File: src/rtl/mem_arbiter.sv
// mem_arbiter: shares one unified RAM port between instruction fetch
// (16-bit parcels) and data load/store (32-bit words). Data has priority,
// but fetch is forced through after DATA_MAX consecutive data grants.
// One access is granted per cycle and its response appears one cycle later.
module mem_arbiter #(
    parameter int AW       = 32,
    parameter int DATA_MAX = 4
) (
    input  logic          i_clk,
    input  logic          i_rst,
    input  logic          i_f_req,
    input  logic [AW-1:0] i_f_addr,
    output logic          o_f_gnt,
    output logic          o_f_ack,
    output logic [15:0]   o_f_data,
    input  logic          i_d_req,
    input  logic          i_d_write,
    input  logic [AW-1:0] i_d_addr,
    input  logic [31:0]   i_d_wdata,
    output logic          o_d_gnt,
    output logic          o_d_ack,
    output logic [31:0]   o_d_rdata,
    output logic          o_fault,
    output logic [1:0]    o_ram_action,
    output logic [AW-1:0] o_ram_addr,
    output logic [31:0]   o_ram_val,
    input  logic [31:0]   i_ram_out
);

    localparam logic [3:0] CNT_MAX = 4'(DATA_MAX);

    localparam logic [1:0] ACT_NONE  = 2'b00;
    localparam logic [1:0] ACT_READ  = 2'b01;
    localparam logic [1:0] ACT_WRITE = 2'b10;

    logic [3:0] starve_cnt;
    logic       f_win;
    logic       d_win;
    logic       f_mis;
    logic       d_mis;

    // In-flight tag: what was granted last cycle and how to shape its response.
    logic       fl_f;
    logic       fl_d;
    logic       fl_hsel;
    logic       fl_store;
    logic       fl_mis;
    logic       fault_r;

    // Arbitration: data first unless fetch has waited DATA_MAX data grants.
    always_comb begin
        f_mis = i_f_addr[0];
        d_mis = (i_d_addr[1:0] != 2'b00);
        f_win = 1'b0;
        d_win = 1'b0;
        if (i_rst) begin
            f_win = 1'b0;
            d_win = 1'b0;
        end else if (i_f_req && (!i_d_req || starve_cnt == CNT_MAX)) begin
            f_win = 1'b1;
        end else if (i_d_req) begin
            d_win = 1'b1;
        end else begin
            f_win = 1'b0;
            d_win = 1'b0;
        end
    end

    assign o_f_gnt = f_win;
    assign o_d_gnt = d_win;

    // RAM issue on the grant cycle; misaligned accesses never touch the RAM.
    always_comb begin
        o_ram_action = ACT_NONE;
        o_ram_addr   = '0;
        o_ram_val    = 32'h0000_0000;
        if (f_win) begin
            o_ram_addr = {i_f_addr[AW-1:2], 2'b00};
            if (!f_mis) begin
                o_ram_action = ACT_READ;
            end else begin
                o_ram_action = ACT_NONE;
            end
        end else if (d_win) begin
            o_ram_addr = {i_d_addr[AW-1:2], 2'b00};
            o_ram_val  = i_d_wdata;
            if (d_mis) begin
                o_ram_action = ACT_NONE;
            end else if (i_d_write) begin
                o_ram_action = ACT_WRITE;
            end else begin
                o_ram_action = ACT_READ;
            end
        end else begin
            o_ram_action = ACT_NONE;
        end
    end

    // Starvation counter: counts data grants taken while fetch is waiting.
    always_ff @(posedge i_clk) begin
        if (i_rst) begin
            starve_cnt <= 4'd0;
        end else if (f_win || !i_f_req) begin
            starve_cnt <= 4'd0;
        end else if (d_win && (starve_cnt != CNT_MAX)) begin
            starve_cnt <= starve_cnt + 4'd1;
        end else begin
            starve_cnt <= starve_cnt;
        end
    end

    // In-flight tag and sticky fault capture for next-cycle responses.
    always_ff @(posedge i_clk) begin
        if (i_rst) begin
            fl_f     <= 1'b0;
            fl_d     <= 1'b0;
            fl_hsel  <= 1'b0;
            fl_store <= 1'b0;
            fl_mis   <= 1'b0;
            fault_r  <= 1'b0;
        end else begin
            fl_f     <= f_win;
            fl_d     <= d_win;
            fl_hsel  <= i_f_addr[1];
            fl_store <= i_d_write;
            fl_mis   <= (f_win && f_mis) || (d_win && d_mis);
            fault_r  <= fault_r || (f_win && f_mis) || (d_win && d_mis);
        end
    end

    assign o_f_ack = fl_f && !i_rst;
    assign o_d_ack = fl_d && !i_rst;
    assign o_fault = fault_r && !i_rst;

    // Response shaping: halfword select for fetch, zero for stores/misaligned.
    always_comb begin
        o_f_data  = 16'h0000;
        o_d_rdata = 32'h0000_0000;
        if (o_f_ack && !fl_mis) begin
            o_f_data = fl_hsel ? i_ram_out[31:16] : i_ram_out[15:0];
        end else begin
            o_f_data = 16'h0000;
        end
        if (o_d_ack && !fl_mis && !fl_store) begin
            o_d_rdata = i_ram_out;
        end else begin
            o_d_rdata = 32'h0000_0000;
        end
    end

endmodule

File: config.mk
export PLATFORM = sky130hd
export DESIGN_NAME = mem_arbiter
export DESIGN_NICKNAME = d
export VERILOG_FILES = /design/src/rtl/mem_arbiter.sv
export SDC_FILE = /design/constraint.sdc
export NUM_CORES = 1
export LEC_CHECK = 0
export BUFFER_PORTS_ARGS = -buffer_cell sky130_fd_sc_hd__buf_2
export CAP_MARGIN = 20
export CORE_AREA = 2 2 99 101
export CTS_CLUSTER_SIZE = 16
export DETAILED_ROUTE_END_ITERATION = 8
export DIE_AREA = 0 0 101 103
export HOLD_SLACK_MARGIN = 0.12
export RECOVER_POWER = 25
export SLEW_MARGIN = 5
export SYNTH_ARGS = -nofsm -noshare
export SYNTH_HDL_FRONTEND = slang
export SYNTH_SLANG_ARGS = --single-unit
File: constraint.sdc
create_clock -name i_clk -period 1.6 [get_ports i_clk]
set_input_delay 0 -clock i_clk [delete_from_list [all_inputs] [get_ports i_clk]]
set_output_delay 0 -clock i_clk [all_outputs]
set_load 0.05 [all_outputs]
# == Yosys cells after proc, flatten, opt, wreduce, memory -nomap -nowiden ==
# Cells that the tools add are included.
# classes
n_shift,0
multipliers,0
n_addsub,1
n_mux,17
eq_ne,2
div,0
magnitude_cmp,0
bitwise,0
reduce_logical,22
# op_table
operator,n
32-bit 2-to-1 mux,5
16-bit 2-to-1 mux,2
1-bit logical AND,10
2-bit 2-to-1 mux,4
1-bit 2-to-1 mux,6
1-bit logical NOT,5
1-bit logical OR,5
4-bit by 1-bit adder with 4-bit output (second input constant),1
4-bit by 3-bit == test with 1-bit output (second input constant),1
4-bit by 3-bit inequality test with 1-bit output (second input constant),1
2-bit nonzero test,1
2-bit OR reduction,1
# word_totals
ramBits,0
inputBits,133
latch_bits,0
mem_count,0
output_inout_bits,119
regBits,10
elab_cells,49
romBits,0

# == Longest topological paths before layout ==
# depth
depth_word,8
ltp_mapped,7
ltp_nobuf,5

# == Least setup slack after synthesis ==
# OpenSTA, ideal clock, no wires.
# synth_path
kind,register to output
start,register fl_f
end,output port o_f_data[10]
setup_slack_ns,-0.559
required_time_ns,1.600
arrival_time_ns,2.159
path_stages_with_launch,6
cell_sequence,dfxtp_1 -> nor2b_1 -> nand2b_1 -> clkbuf_1 -> buf_2 -> nor2_1
# synth_between
elab_chain_cells,3
# synth_rtl
element,line,source
start: declaration,43,logic fl_f;
start signal: assignment,122,fl_f <= f_win;
1-bit logical AND,131,assign o_f_ack = fl_f && !i_rst;
net o_f_ack,14,"output logic o_f_ack,"
1-bit logical AND,139,if (o_f_ack && !fl_mis) begin
16-bit 2-to-1 mux,139,
end: declaration,15,"output logic [15:0] o_f_data,"
# The timed path passes the listed nets, and every way through them passes these cells.

# == Worst setup path in the final report ==
# layout_path
start,register starve_cnt[0]
end,output port o_ram_addr[2]
# layout_between
elab_chain_cells,7
# layout_rtl
element,line,source
start: declaration,36,logic [3:0] starve_cnt;
start signal: assignment,106,starve_cnt <= starve_cnt + 4'd1;
start signal: assignment,108,starve_cnt <= starve_cnt;
4-bit by 3-bit == test with 1-bit output (*),59,end else if (i_f_req && (!i_d_req || starve_cnt == CNT_MAX)) begin
1-bit logical OR (*),59,
1-bit logical AND (*),59,
1-bit 2-to-1 mux,59,
1-bit 2-to-1 mux,56,if (i_rst) begin
32-bit 2-to-1 mux,84,end else if (d_win) begin
32-bit 2-to-1 mux (*),77,if (f_win) begin
end: declaration,25,"output logic [AW-1:0] o_ram_addr,"
# Mark *: on every way between the ends. The rest lies on a longest branch, timed or not.

==> results.txt <==
In this run the post-CTS setup repair buffer count came out at 0. STA classifies the critical path endpoint as an output port. The count of port buffers added during placement came out at 249. The number of DRC markers after the initial detailed-route iteration came out at 22. The category of the most critical setup path is reg2out. The via-per-instance ratio came out at 4.221. The unique cell type count in the Yosys netlist is 27. The all-layer global routing usage came out at 0.1327.

The synthesized design contains 10 register bits. The share of final-layout standard cells stronger than drive strength 1 is 0.6923. The horizontal die dimension came out at 101 um. The number of search-and-repair iterations in the first detailed-routing pass is 4. At the later pin of the worst-skew pair, clock insertion delay measures 0.23 ns. The worst voltage drop across the vdd grid is 0.0002212 V.

The critical path goes through inv_2 -> ha_4 -> nand3b_4 -> o211a_4 -> buf_12 -> a22o_4 -> buf_12. The antenna diode instance count came out at 0. The fraction of synthesized area in multiplexers came out at 0.1146. The post-detailed-routing wire length came out at 7643 um.

The area of the mapped netlist came out at 1485 um^2. The max-capacitance violation count is 0. In this run the worst hold path is classified as in2reg. Grouping stages by cell kind, the critical path spends the most delay in compound AO/OA/AOI/OAI gates. By area, the combinational part of the netlist is dominated by simple AND/OR/NAND/NOR gates. The sum of overflow across all layers after global routing is 0. The finished cells cover 3545 um^2.

The largest individual stage delay along the critical path comes from the cell dfxtp_1. The H-tree depth is 1. The cell count after synthesis is 194. The clock transition time at the flip-flop clock pins of the worst setup and hold paths is 0.05 ns.

Across all setup checks in the final design, the least slack found is -0.09488 ns. The clock tree from TritonCTS is built. For the worst setup path, the data arrival time is 1.69 ns. The biggest fanout along the worst timing path came out at 36.

The count of endpoints failing hold in the final timing report was 0. The post-synthesis share of cell area spent on and, or, nand and nor gates is 0.4002. The TritonCTS buffer count came out at 3. The detailed-route DRC error count is 0. The power density over cell area came out at 468.2 nW/um^2. The first global-routing pass estimated 11070 um of wire. The achievable frequency came out at 0.5900 GHz. The final period utilization came out at 1.059.

The placement row count is 36. The average wire per standard cell came out at 13.75 um. The number of filler cells placed in the layout came out at 984. The final reports fail on setup timing.

The number of antenna violations at the first check in global routing came out at 0. The shortest clock period the worst path allows after layout came out at 1.695 ns. The static leakage came out at 1.945 nW. The clock sink total is 10.

The core region area is 9459 um^2. The maximum number of pins on one net before global-route repair is 37. The total half-perimeter wirelength after legalization and detailed placement came out at 6499 um. The number of nets in the layout is 578. The worst setup path is launched from a flip-flop.

The synthesis warning total is 0. The number of global-route vias before repair came out at 2285. The post-synthesis area per instance is 7.656 um^2. Across all hold checks on the routed design, the worst slack comes to 0.1296 ns. The total via count after detailed routing is 2347. The total die area is 10400 um^2. The detail route stage leaves a number of antenna-violating nets equal to 0. The post-synthesis compound-gate area fraction is 0.2266.

In this run the clock root is driven by a clkbuf_8. The maximum count of clock buffers along a single path is 2. The biggest cell delay along the critical path came out at 0.31 ns. Of the total synthesized cell area, the portion taken by full adders, half adders and majority gates is 0.01685. Setup violations remaining at the end of the flow were counted as 64.

The initial core utilization is 0.1570. In this design, the critical path's most frequently occurring cell is buf_12. The placed instances occupy a cell area of 3002 um^2.

The core utilization of the finished layout came out at 0.3747. Data on the critical path is required at its endpoint by 1.60 ns. The share of the synthesized netlist area taken by xor and xnor gates is 0.005897.

The combined buffer and inverter count along the critical path is 3. The I/O pin count is 252. Before CTS, the worst setup slack after placement is 0.01307 ns. The area growth from synthesis to layout came out at 138.7%. The sequential area share after synthesis came out at 0.1348. The run finished, with violations left. The global placer's final weighted congestion is 0.7826. The number of max-slew violations in the final report came out at 0. Setup repair after global routing could not meet its margin everywhere. Measured along the y axis, the die boundary spans 103 um. The overall power after layout is 1.660 mW.

The clock skew after layout is 0.006889 ns.
## tightest hold or removal path, cell delays in order
cell    delay (ns)
buf_2         0.08
or2_2         0.12
a22o_1        0.13
## registers in the layout (all words and copies together), names as in the netlist
signal	cells
fl_f	1
fl_mis	1
fault_r	1
fl_d	1
starve_cnt	4
fl_hsel	1
fl_store	1
## cell usage in the layout (no fill, tap or decap), types with 2 or more instances in the layout
cell / n
and2_4: 3
nor2b_1: 3
a22o_1: 21
conb_1: 2
buf_6: 58
buf_4: 4
nor2b_2: 2
buf_2: 179
a22o_2: 9
clkbuf_8: 4
a22o_4: 2
clkbuf_4: 5
buf_12: 10
inv_2: 2
nand3_1: 2
nor2_1: 13
nor2_2: 10
and2_1: 52
dlygate4sd3_1: 6
dfxtp_1: 9
and2_2: 9
mux2i_1: 17
inv_1: 4
## metrics by stage
stage | TNS, ns | std cells
CTS | -4.112 | 556
floorplan | -1.551 | 195
global placement | 0 | 546
detailed placement | 0 | 546
finish | -3.776 | 556
global route | -7.916 | 556
## synthesized netlist by cell type
cell type / number / area (um^2)
and2_1: 64 / 400.4
a22o_1: 32 / 280.3
nor2_1: 23 / 86.33
mux2i_1: 17 / 170.2
dfxtp_1: 10 / 200.2
clkbuf_1: 7 / 26.28
inv_1: 6 / 22.52
buf_4: 5 / 37.54
buf_6: 4 / 45.04
nor2b_1: 4 / 25.02
buf_2: 3 / 15.01
ha_1: 2 / 25.02
nand3_1: 2 / 10.01
nor2b_2: 2 / 17.52
a21boi_0: 1 / 7.510
a21boi_2: 1 / 11.26
a221o_1: 1 / 10.01
and3_1: 1 / 6.260
conb_1: 1 / 3.750
nand2_1: 1 / 3.750
nand2b_1: 1 / 6.260
nand3b_4: 1 / 20.02
nor3b_2: 1 / 12.51
o211a_1: 1 / 10.01
o211a_4: 1 / 17.52
or2_2: 1 / 6.260
xnor2_1: 1 / 8.760
## worst paths after layout
path	startpoint	to	slack [ns]	depth (start not counted)
worst max register to register	starve_cnt[0]	fault_r	0.12	6
worst min-delay path	i_d_addr[1]	fl_mis	0.13	3
worst min register to register	starve_cnt[0]	starve_cnt[0]	0.54	2
worst max-delay path	starve_cnt[0]	o_ram_addr[2]	-0.09	7
## cells by family (layout without fill, tap and decap cells)
family | count (synthesis) | after routing
buffers and inverters | 25 | 272
other | 1 | 2
adders and majority gates | 2 | 2
and+or+nand+nor | 101 | 101
xor gates and xnor gates | 1 | 1
muxes | 17 | 17
AOI/OAI and AO/OA | 37 | 37
DFF | 10 | 10
## final cells by class
cell class | instances | area (um^2) | share of cell area
timing repair buffer | 262 | 1877 | 0.5295
multi-input combinational | 160 | 1246 | 0.3516
sequential | 10 | 201.4 | 0.05683
tap | 114 | 142.6 | 0.04024
clock buffer | 4 | 55.05 | 0.01553
inverter | 6 | 22.52 | 0.006354
## per-layer routing
metal / GRT usage / up-vias / part of all wire
met1: 0.1306 / 1028 / 0.35
met4: 0.03222 / 0 / 0.019
met2: 0.2795 / 160 / 0.53
met3: 0.02644 / 10 / 0.098
li1: - / 1149 / -
met5: 0 / - / 0
## report_power, final
| part | switching [mW] | internal [mW] | total, mW |
|---|---|---|---|
| clock | 0.101 | 0.216 | 0.318 |
| sequential | 0.00481 | 0.261 | 0.265 |
| combinational | 0.638 | 0.438 | 1.08 |
| total | 0.744 | 0.915 | 1.66 |
## what timing repair did
| item | 4_1_cts | 5_1_grt |
|---|---|---|
| endpoints found under the hold margin | 8 | 0 |
| resized for setup | 126 | 8 |
| endpoints found under the setup margin | 66 | 97 |
| hold buffers | 6 | 0 |
No activity file was read; power rests on OpenSTA's default activity.
